## src/rtl/srt4_div_core.sv

```systemverilog
// srt4_div_core: sequential radix-4 SRT fractional divider with on-the-fly quotient conversion
// Ports:
//   clk, rst            clock, synchronous active-high reset
//   start               request, sampled only while idle
//   dividend, divisor   X and D (fractions X*2^-W, D*2^-W); need D[W-1]=1 and X<D
//   busy                high while an operation is in progress
//   done                one-cycle pulse, results valid
//   err                 operand precondition violated
//   quotient, remainder Q and Rm with X*2^W = Q*D + Rm, 0 <= Rm < D
module srt4_div_core #(
   parameter int W = 8
) (
   input  logic         clk,
   input  logic         rst,
   input  logic         start,
   input  logic [W-1:0] dividend,
   input  logic [W-1:0] divisor,
   output logic         busy,
   output logic         done,
   output logic         err,
   output logic [W-1:0] quotient,
   output logic [W-1:0] remainder
);
   localparam int N  = W / 2 + 1;
   localparam int RW = W + 5;
   localparam int CW = $clog2(N);
   typedef enum logic [1:0] {IDLE, ITER, CORR, DONE} state_t;
   state_t                state;
   logic [W-1:0]          d;
   logic [CW-1:0]         cnt;
   // Only the low W quotient bits are kept; the top digit's bits are zero whenever x < d.
   logic [W-1:0]          q_reg, qm_reg;
   logic signed [RW-1:0]  r, s, qd, r_next, r_fin;
   logic signed [5:0]     p, m1, m2;
   logic signed [2:0]     q;
   logic [3:0]            b;
   assign busy = state != IDLE;
   always_comb begin
      s  = r <<< 2;
      b  = d[W-1:W-4];
      p  = s[W+4:W-1];
      // Selection thresholds in units of 1/8, valid for the truncated 4w estimate over each divisor interval.
      m2 = b == 4'd8  ? 6'sd6  :
           b == 4'd9  ? 6'sd7  :
           b <= 4'd11 ? 6'sd8  :
           b == 4'd12 ? 6'sd9  :
           b <= 4'd14 ? 6'sd10 : 6'sd11;
      m1 = b[2] ? 6'sd3 : 6'sd2;
      q  = p >= m2  ? 3'sb010 :
           p >= m1  ? 3'sb001 :
           p >= -m1 ? 3'sb000 :
           p >= -m2 ? 3'sb111 : 3'sb110;
      // |q|*d aligned to the remainder fraction: d sits at <<2, 2d at <<3.
      qd     = q[0] ? {3'b0, d, 2'b0} : q[1] ? {2'b0, d, 3'b0} : '0;
      r_next = q[2] ? s + qd : s - qd;
      r_fin  = r[RW-1] ? r + {3'b0, d, 2'b0} : r;
   end
   always_ff @(posedge clk) begin
      if (rst) begin
         state     <= IDLE;
         done      <= 1'b0;
         err       <= 1'b0;
         quotient  <= '0;
         remainder <= '0;
         d         <= '0;
         r         <= '0;
         q_reg     <= '0;
         qm_reg    <= '0;
         cnt       <= '0;
      end else begin
         done <= state == DONE;
         case (state)
            IDLE: if (start) begin
               if (!divisor[W-1] || dividend >= divisor) begin
                  err       <= 1'b1;
                  quotient  <= '0;
                  remainder <= '0;
                  state     <= DONE;
               end else begin
                  d      <= divisor;
                  r      <= {5'b0, dividend};
                  q_reg  <= '0;
                  qm_reg <= '0;
                  cnt    <= '0;
                  err    <= 1'b0;
                  state  <= ITER;
               end
            end
            ITER: begin
               r      <= r_next;
               // Appended bits are q mod 4 for Q and (q-1) mod 4 for QM, whichever prefix is taken.
               q_reg  <= {(q[2] ? qm_reg[W-3:0] : q_reg[W-3:0]), q[1:0]};
               qm_reg <= {((q[2] || q == 3'sb000) ? qm_reg[W-3:0] : q_reg[W-3:0]), q[1:0] - 2'd1};
               cnt    <= cnt + 1'b1;
               if (cnt == CW'(N - 1)) state <= CORR;
            end
            CORR: begin
               quotient  <= r[RW-1] ? qm_reg : q_reg;
               remainder <= r_fin[W+1:2];
               r         <= r_fin;
               state     <= DONE;
            end
            default: state <= IDLE;
         endcase
      end
   end
endmodule
```

## config.mk

```make
export PLATFORM = sky130hd
export DESIGN_NAME = srt4_div_core
export DESIGN_NICKNAME = d
export VERILOG_FILES = /design/src/rtl/srt4_div_core.sv
export SDC_FILE = /design/constraint.sdc
export NUM_CORES = 1
export LEC_CHECK = 0
export ABC_AREA = 0
export ABC_CLOCK_PERIOD_IN_PS = 5600
export CORE_ASPECT_RATIO = 1.2
export CORE_MARGIN = 2
export CORE_UTILIZATION = 35
export CTS_CLUSTER_SIZE = 40
export DETAILED_ROUTE_END_ITERATION = 16
export MAX_ROUTING_LAYER = met4
export PLACE_DENSITY = 0.65
export SETUP_SLACK_MARGIN = 0.4
export SLEW_MARGIN = 20
export SYNTH_ARGS = -nofsm -noshare
export SYNTH_HDL_FRONTEND = slang
export SYNTH_SLANG_ARGS = --single-unit
```

## constraint.sdc

```tcl
create_clock -name clk -period 5.6 [get_ports clk]
set_input_delay 0.84 -clock clk [delete_from_list [all_inputs] [get_ports clk]]
set_output_delay 0.84 -clock clk [all_outputs]
set_load 0.02 [all_outputs]
```

==> results.yml, run 1 <==
synth:
  yosysSeqAreaShare_pct: 24.0
  ys_ff_latch: 60
  synth_edf_count: 0
  yosysWarnings: 0
  async_reset_ff_share_pct: 0
  syn_area_per_cell_um2: 7.65
  syn_inst: 655
  yosysUniqueCellTypes: 71
  synth-main-ff-cell: "dfxtp_1"
  synth_area_um2: 5010
drt:
  vias_per_cell: 5.98
  firstDrtPassIters: 5
  drt-initial-drc-count: 346
  drtAntennaViolNets: 0
  wire_per_inst_um: 18.7
  vias: 5129
  routed_wl_mm: 16.0
  drc: 0
cts:
  clk_pin_slew_worst_paths_ps: 60
  cts_root_buf: "clkbuf_16"
  h-tree-depth: 3
  cts_buffers: 9
  cts_buffer_depth: 2
  cts_tree: "done"
  hold_buffers: 0
  clk_latency_ps: 340
  clock-sinks: 60
placement:
  dp_slack_ps: 254
  gp_congestion: 0.949
  place_hpwl_mm: 11.8
  io_buffer_count: 37
global_routing:
  track_usage_pct: 21.9
  grt_pass1_wl_mm: 25.8
  grt_pass1_vias: 4949
  grt_overflow: 0
  antenna_found_initial: 0
  grt_max_degree: 61
power_and_ir_drop:
  switching_share_pct: 44.4
  intPower_mw: 1.34
  clock_power_share_pct: 25.0
  pwr-share-comb_pct: 52.5
  power.switching_mw: 1.07
  p_leak_nw: 2.25
  p_per_area_nw_per_um2: 396
  irDropWorstVdd_v: 0.000264
  power.share.sequential_pct: 22.4
flow_run:
  maxCapViolations: 0
die:
  ios: 38
  row_count: 47
  die_x_um: 113
  initial_core_util_pct: 36.1
  die_y_um: 135
  dieArea_um2: 15300
  core-area_um2: 13900
setup_path:
  required_ps: 5860
  critPathMaxFanout: 10
  crit_type: "flop to flop"
  start_kind: "flop"
  end_kind: "flop"
  cp_data_arrival_time_ps: 5190
sta:
  max-slew-margin-rel_pct: 28.0
  worst_clock_skew_ps: 5.62
  setup_viol: 0
  max_freq_mhz: 203
  min_period_over_period_pct: 88.0
  final_max_slew_viol_count: 0
  setup_tns_ps: 0
  fin_crit_ps: 4930
  timing.final.ws_setup_ps: 670
  rsz0062_at_grt: "false"
  worstMarginPinSlew_ps: 1080
  finalHoldViolCount: 0
final_layout:
  largest_reg_flops: 13
  nFillCells: 1402
  area_growth_pct: 21.3
  drive_gt1_share_pct: 11.9
  layout_common_cells: "nand2_1, a21oi_1, dfxtp_1"
  final_common_cell: "nand2_1"
  utilization_pct: 43.8
  antenna_cells: 0
  fin_nets: 751
  top_register: "r"
run_status:
  status: "completed"
worst_hold_path:
  worstHoldPathType: "flop to flop"
## layer usage
| layer | vias to the layer above | GRT usage, % | wire (um) |
|---|---|---|---|
| li1 | 2475 | - | - |
| met1 | 2472 | 25.5 | 6710 |
| met2 | 149 | 38.0 | 8230 |
| met3 | 33 | 3.01 | 578 |
| met4 | 0 | 8.40 | 510 |
| met5 | - | - | 0 |
## what timing repair did
item	in CTS	in global routing
buffers inserted	3	3
setup endpoints to repair	1	5
pin swaps	2	10
resized for setup	6	25
## cells by family after synthesis
logic type / Yosys count / share of synthesized area, %
AOI/OAI and AO/OA: 216 / 30.4
xor gates and xnor gates: 12 / 2.10
adders and majority gates: 50 / 12.8
buffers and inverters: 87 / 6.59
DFF: 60 / 24.0
muxes: 23 / 4.77
other: 1 / 0.0748
and+or+nand+nor: 206 / 19.3
## final timing paths
path / startpoint / endpoint / cells past startpoint / slack (ps)
setup / recovery: d[6]$_SDFFE_PP0P_ / r[12]$_SDFFE_PP0P_ / 24 / 670
hold / removal: quotient[6]$_SDFFE_PP0P_ / quotient[6]$_SDFFE_PP0P_ / 2 / 460
setup reg to reg: d[6]$_SDFFE_PP0P_ / r[12]$_SDFFE_PP0P_ / 24 / 670
hold reg to reg: quotient[6]$_SDFFE_PP0P_ / quotient[6]$_SDFFE_PP0P_ / 2 / 460
## cells in the mapped netlist (all sizes together) (3+ instances only)
| cell type | n | area share (%) |
|---|---|---|
| o21ai | 26 | 2.6 |
| xnor2 | 9 | 1.6 |
| a21oi | 62 | 6.2 |
| a311oi | 4 | 0.70 |
| a31oi | 9 | 1.1 |
| nand2 | 71 | 5.3 |
| o211ai | 19 | 2.8 |
| dfxtp | 60 | 24 |
| clkbuf | 32 | 2.4 |
| nor3 | 14 | 1.5 |
| nand3 | 35 | 3.5 |
| clkinv | 3 | 0.22 |
| nand2b | 7 | 1.0 |
| nor2 | 43 | 3.2 |
| a32oi | 3 | 0.52 |
| a221o | 6 | 1.2 |
| mux2 | 7 | 1.6 |
| o21bai | 3 | 0.45 |
| a211o | 5 | 0.87 |
| a311o | 3 | 0.60 |
| a21o | 9 | 1.3 |
| o32ai | 12 | 2.1 |
| inv | 43 | 3.2 |
| nor2b | 6 | 0.75 |
| and3 | 6 | 0.75 |
| and2 | 3 | 0.37 |
| o21a | 6 | 0.90 |
| o31a | 3 | 0.52 |
| xor2 | 3 | 0.52 |
| a211oi | 6 | 0.90 |
| buf | 9 | 0.75 |
| mux2i | 16 | 3.2 |
| a2111oi | 4 | 1.2 |
| or2 | 5 | 0.67 |
| or3 | 7 | 0.87 |
| a22o | 3 | 0.52 |
| o221ai | 6 | 1.0 |
| o2111ai | 4 | 0.70 |
| ha | 48 | 12 |
## area by class of cell
| type | count | area [um^2] | share of cell area, % |
|---|---|---|---|
| inverters | 46 | 175 | 2.88 |
| well taps | 171 | 214 | 3.52 |
| clock inverters | 7 | 91.3 | 1.50 |
| flip-flops and latches | 60 | 1210 | 19.9 |
| repair buffers | 56 | 512 | 8.42 |
| clock buffers | 9 | 225 | 3.70 |
| multi-input cells | 509 | 3650 | 60.0 |
## worst max-delay path, stage by stage (launching register included)
cell and delay (ps):
dfxtp_4 360, buf_4 160, nor2_1 80, and2_1 160
inv_1 60, ha_1 310, a21o_1 200, a31o_4 220
a2111oi_4 280, a21o_1 170, nor3b_1 60, a21oi_1 170
ha_2 220, o221a_4 180, a21boi_4 250, a31o_2 180
o311a_1 200, ha_4 230, and3_1 200, a21oi_2 160
a31oi_2 130, a21o_1 190, a21o_1 180, or4_4 420
o221ai_2 70
## power groups by stage
| stage | combinational [mW] | sequential [mW] | clock [mW] |
|---|---|---|---|
| 6_report | 1.26 | 0.539 | 0.603 |
| 5_1_grt | 1.38 | 0.544 | 0.627 |
| 4_1_cts | 1.17 | 0.536 | 0.606 |
| 3_5_place_dp | 1.15 | 0.544 | 0 |
| 3_3_place_gp | 1.14 | 0.542 | 0 |
| 2_1_floorplan | 0.852 | 0.527 | 0 |
## through the flow
stage	instance area (um^2)	instances	hold WS (ps)	power (mW)
after floorplan	5060	656	443	1.38
after global placement	5560	836	446	1.68
after detailed placement	5560	836	446	1.70
after CTS	5910	855	462	2.31
after global routing	6080	858	476	2.55
final	6080	858	458	2.41
Power figures use the tool's default switching activity.
==> run 2, diff against run 1 <==
SLEW_MARGIN = 5   (was 20)
==> run 2 against run 1 <==
- clock power about the same
- clock skew hardly changed
- total power barely moved
- final cell count is the same
- sequential cell count did not move
- wire length about the same
- fmax barely moved
- setup slack about the same
- first-iteration DRC count down 0.58%
- critical endpoint unchanged
- largest power group unchanged
==> results.yml, run 2 (synthesis results as in run 1) <==
global_routing:
  track_usage_pct: 21.9
  grt_pass1_vias: 4949
  antenna_found_initial: 0
  grt_max_degree: 61
  grt_pass1_wl_mm: 25.8
  grt_overflow: 0
cts:
  clk_latency_ps: 340
  cts_tree: "done"
  cts_root_buf: "clkbuf_16"
  clk_pin_slew_worst_paths_ps: 60
  hold_buffers: 0
  cts_buffer_depth: 2
  clock-sinks: 60
  h-tree-depth: 3
  cts_buffers: 9
setup_path:
  critPathMaxFanout: 10
  end_kind: "flop"
  required_ps: 5860
  r2r_cells: 24
  startpoint: "d[6]$_SDFFE_PP0P_"
  start_kind: "flop"
  r2r-end: "r[12]$_SDFFE_PP0P_"
  cp_data_arrival_time_ps: 5190
  rrSetupSlack_ps: 670
  crit_path_end: "r[12]$_SDFFE_PP0P_"
  r2r-start: "d[6]$_SDFFE_PP0P_"
  crit_type: "flop to flop"
sta:
  finalHoldViolCount: 0
  min_period_over_period_pct: 88.0
  final_max_slew_viol_count: 0
  setup_viol: 0
  rsz0062_at_grt: "false"
  fin_crit_ps: 4930
  timing.final.ws_setup_ps: 670
  setup_tns_ps: 0
  worstMarginPinSlew_ps: 1100
  max-slew-margin-rel_pct: 26.3
  max_freq_mhz: 203
  worst_clock_skew_ps: 5.66
placement:
  dp_cells: 836
  gp_congestion: 0.949
  placed_cell_area_um2: 5560
  dp_slack_ps: 254
  place_hpwl_mm: 11.8
  io_buffer_count: 37
final_layout:
  seqCellArea_um2: 1210
  layout_common_cells: "nand2_1, a21oi_1, dfxtp_1"
  fin_nets: 751
  multi_input_area_um2: 3650
  antenna_cells: 0
  final_common_cell: "nand2_1"
  largest_reg_flops: 13
  top_register: "r"
  stdcell_count: 858
  area_growth_pct: 21.3
  drive_gt1_share_pct: 11.8
  nFillCells: 1403
  design_area_um2: 6080
flow_run:
  maxCapViolations: 0
worst_hold_path:
  worstHoldPathType: "flop to flop"
  hp-start: "quotient[6]$_SDFFE_PP0P_"
die:
  dieArea_um2: 15300
  die_x_um: 113
  row_count: 47
  initial_core_util_pct: 36.1
  ios: 38
  die_y_um: 135
  core-area_um2: 13900
power_and_ir_drop:
  irDropWorstVdd_v: 0.000264
  p_leak_nw: 2.25
  finalPower_mw: 2.41
  p_per_area_nw_per_um2: 396
drt:
  firstDrtPassIters: 5
  drtAntennaViolNets: 0
  routed_wl_mm: 16.0
  vias_per_cell: 5.98
  vias: 5127
  wire_per_inst_um: 18.7
  drt-initial-drc-count: 344
  drc: 0
run_status:
  status: "completed"
==> run 2: cell counts in the layout (fill, tap and decap cells not counted) <==
Identical to the previous run, type by type.
==> run 2: stage by stage <==
step	utilization (%)	hold slack [ps]
floorplan	-	443
global placement	40.1	446
detailed placement	40.1	446
CTS	42.6	462
global route	43.8	476
finish	43.8	458
==> run 2: per-layer routing <==
metal  vias up  wire [um]  track usage [%]
met4         0        510             8.40
li1       2476          -                -
met2       152       8210             38.0
met5         -          0                -
met3        33        594             3.01
met1      2466       6730             25.5
==> run 2: power breakdown <==
| part | switching [mW] | internal (mW) | leakage [nW] |
|---|---|---|---|
| clock | 0.215 | 0.388 | 0.155 |
| sequential | 0.0668 | 0.472 | 0.488 |
| combinational | 0.787 | 0.477 | 1.60 |
| total | 1.07 | 1.34 | 2.25 |
==> run 2: layout make-up <==
cell class | count | share of cell area, %
well taps | 171 | 3.52
clock inverters | 7 | 1.50
multi-input cells | 509 | 60.0
repair buffers | 56 | 8.42
clock buffers | 9 | 3.71
inverters | 46 | 2.88
flip-flops and latches | 60 | 19.9
==> run 2: repair_timing <==
action | in CTS | in global routing
setup endpoints to repair | 1 | 5
cloned | 0 | 0
pin swaps | 2 | 10
hold endpoints to repair | 0 | 0
resized for setup | 6 | 25
buffers inserted | 3 | 3
==> run 2: critical path, stage by stage (launching register included) <==
cell,delay [ps]
dfxtp_4,360
buf_4,160
nor2_1,80
and2_1,160
inv_1,60
ha_1,310
a21o_1,200
a31o_4,220
a2111oi_4,280
a21o_1,170
nor3b_1,60
a21oi_1,170
ha_2,220
o221a_4,180
a21boi_4,250
a31o_2,180
o311a_1,200
ha_4,230
and3_1,200
a21oi_2,160
a31oi_2,130
a21o_1,190
a21o_1,180
or4_4,420
o221ai_2,70
==> run 2: worst min path at each step <==
stage,endpoint,cells past startpoint
floorplan,q_reg[6]$_SDFFE_PP0P_,2
global placement,remainder[6]$_SDFFE_PP0P_,2
detailed placement,quotient[6]$_SDFFE_PP0P_,2
CTS,quotient[6]$_SDFFE_PP0P_,2
global route,quotient[5]$_SDFFE_PP0P_,2
finish,quotient[6]$_SDFFE_PP0P_,2
==> run 3, diff against run 2 <==
ABC_CLOCK_PERIOD_IN_PS = 5500   (was 5600)
PLACE_DENSITY = 0.63   (was 0.65)
clock period = 5.5 ns   (was 5.6 ns; I/O delays follow)
==> run 3 against run 2 <==
- total power is 6.4% higher
- critical endpoint unchanged
- via count is 2.1% higher
- critical path depth stayed put
- clock-buffer cell count is 2 higher
- clock skew hardly changed
- fmax is 1.3% lower
- setup slack worse by 170 ps
- combinational power is 9% higher
- global-route usage is 0.33 points higher
- final cell count is 1.2% higher
==> results.yml, run 3 (synthesis results as in run 1) <==
run_status:
  status: "completed"
cts:
  hold_buffers: 0
  clk_pin_slew_worst_paths_ps: 60
  cts_tree: "done"
  h-tree-depth: 3
  clock-sinks: 60
  cts_root_buf: "clkbuf_16"
  cts_buffer_depth: 2
  clk_latency_ps: 340
  cts_buffers: 9
setup_path:
  start_kind: "flop"
  crit_family: "compound AO/OA/AOI/OAI gates"
  cp_data_arrival_time_ps: 5260
  critPathMaxFanout: 10
  end_kind: "flop"
  crit_type: "flop to flop"
  slowest_stage: "or4_1"
  critPathBufInv: 2
  required_ps: 5760
  max_stage_delay_ps: 480
  cp.depth: 24
  rrSetupSlack_ps: 500
  r2r_cells: 24
  cp_cell_sequence: "nor2_2, a32oi_1, nand2b_4, ha_1, inv_1, ha_1, a21oi_4, o2bb2ai_4, a21o_1, buf_6, a21oi_2, ha_2, o221a_4, a21boi_4, a31oi_2, o221ai_2, ha_1, or2_4, a21oi_2, a31oi_2, a21o_1, a21o_1, or4_1, o221ai_2"
global_routing:
  grt_pass1_wl_mm: 26.2
  grt_pass1_vias: 5078
  track_usage_pct: 22.2
  grt_overflow: 0
  antenna_found_initial: 0
  grt_max_degree: 61
final_layout:
  largest_reg_flops: 13
  top_register: "r"
  fin_nets: 761
  area_growth_pct: 23.9
  final_common_cell: "nand2_1"
  drive_gt1_share_pct: 13.9
  antenna_cells: 0
  layout_common_cells: "nand2_1, a21oi_1, dfxtp_1"
sta:
  final_max_slew_viol_count: 0
  timing.final.ws_setup_ps: 503
  worstMarginPinSlew_ps: 1060
  worst_clock_skew_ps: 5.32
  fin_crit_ps: 5000
  setup_tns_ps: 0
  max-slew-margin-rel_pct: 29.1
  max_freq_mhz: 200
  rsz0062_at_grt: "true"
  setup_viol: 0
  min_period_over_period_pct: 90.9
  finalHoldViolCount: 0
drt:
  routed_wl_mm: 16.7
  drtAntennaViolNets: 0
  drt-initial-drc-count: 400
  drc: 0
  firstDrtPassIters: 5
  wire_per_inst_um: 19.2
  vias_per_cell: 6.03
  vias: 5235
placement:
  gp_congestion: 0.973
  io_buffer_count: 37
  place_hpwl_mm: 12.1
  dp_slack_ps: 52.4
power_and_ir_drop:
  irDropWorstVdd_v: 0.000332
  p_per_area_nw_per_um2: 412
  p_leak_nw: 2.29
die:
  row_count: 47
  initial_core_util_pct: 36.1
  core-area_um2: 13900
  die_y_um: 135
  ios: 38
  die_x_um: 113
  dieArea_um2: 15300
flow_run:
  maxCapViolations: 0
worst_hold_path:
  hold_depth: 2
  worstHoldPathType: "flop to flop"
[run 3: cell count changes in the layout (fill, tap and decap cells not counted), moves of 2 or more]
cell,delta
buf_4,+10
clkinv_2,-3
a21oi_1,-2
clkbuf_8,+2
ha_1,-2
ha_4,+2
inv_2,+2
[run 3: worst paths after layout]
kind,from,to
worst max-delay path,d[4]$_SDFFE_PP0P_,r[12]$_SDFFE_PP0P_
worst max register to register,d[4]$_SDFFE_PP0P_,r[12]$_SDFFE_PP0P_
worst min register to register,quotient[3]$_SDFFE_PP0P_,quotient[3]$_SDFFE_PP0P_
worst min-delay path,quotient[3]$_SDFFE_PP0P_,quotient[3]$_SDFFE_PP0P_
[run 3: tightest hold or removal path, delay by kind of cell, from the launching register on]
| family | cells | cell delay (ps) |
|---|---|---|
| DFF | 1 | 300 |
| AOI/OAI and AO/OA | 1 | 50 |
| buffers and inverters | 1 | 40 |
[run 3: cell type report]
| class | count | area [um^2] |
|---|---|---|
| fill | 1384 | 7670 |
| multi-input combinational | 509 | 3690 |
| sequential | 60 | 1210 |
| timing repair buffer | 66 | 587 |
| clock buffer | 11 | 253 |
| tap | 171 | 214 |
| inverter | 46 | 173 |
| clock inverter | 5 | 83.8 |
[run 3: report_power, final]
part           switching, mW  total (mW)  internal, mW
registers             0.0661       0.547         0.481
clock network          0.222       0.645         0.422
logic                  0.842        1.37         0.525
total                   1.13        2.56          1.43
[run 3: layer usage]
metal | wire [um] | global-route usage [%] | share of wire, %
met5 | 0 | - | 0
met4 | 567 | 9.55 | 3.4
met3 | 787 | 3.14 | 4.7
met2 | 8430 | 38.0 | 51
met1 | 6910 | 25.9 | 41
[run 3: timing repair]
item / in CTS / in global routing
cloned: 0 / 0
endpoints found under the setup margin: 3 / 5
setup buffers: 2 / 9
endpoints found under the hold margin: 0 / 0
resized for setup: 8 / 28
pin swaps: 3 / 18
[run 3: per-stage QoR]
step                      hold slack (ps)  utilization, %  total power, mW  cells  area, um^2
final                                 455            44.7             2.56    868        6210
after global placement                447            40.3             1.76    841        5600
after floorplan                       443               -             1.41    656        5060
after detailed placement              448            40.3             1.78    841        5600
after global routing                  481            44.7             2.70    868        6210
after CTS                             461            43.1             2.44    859        5980
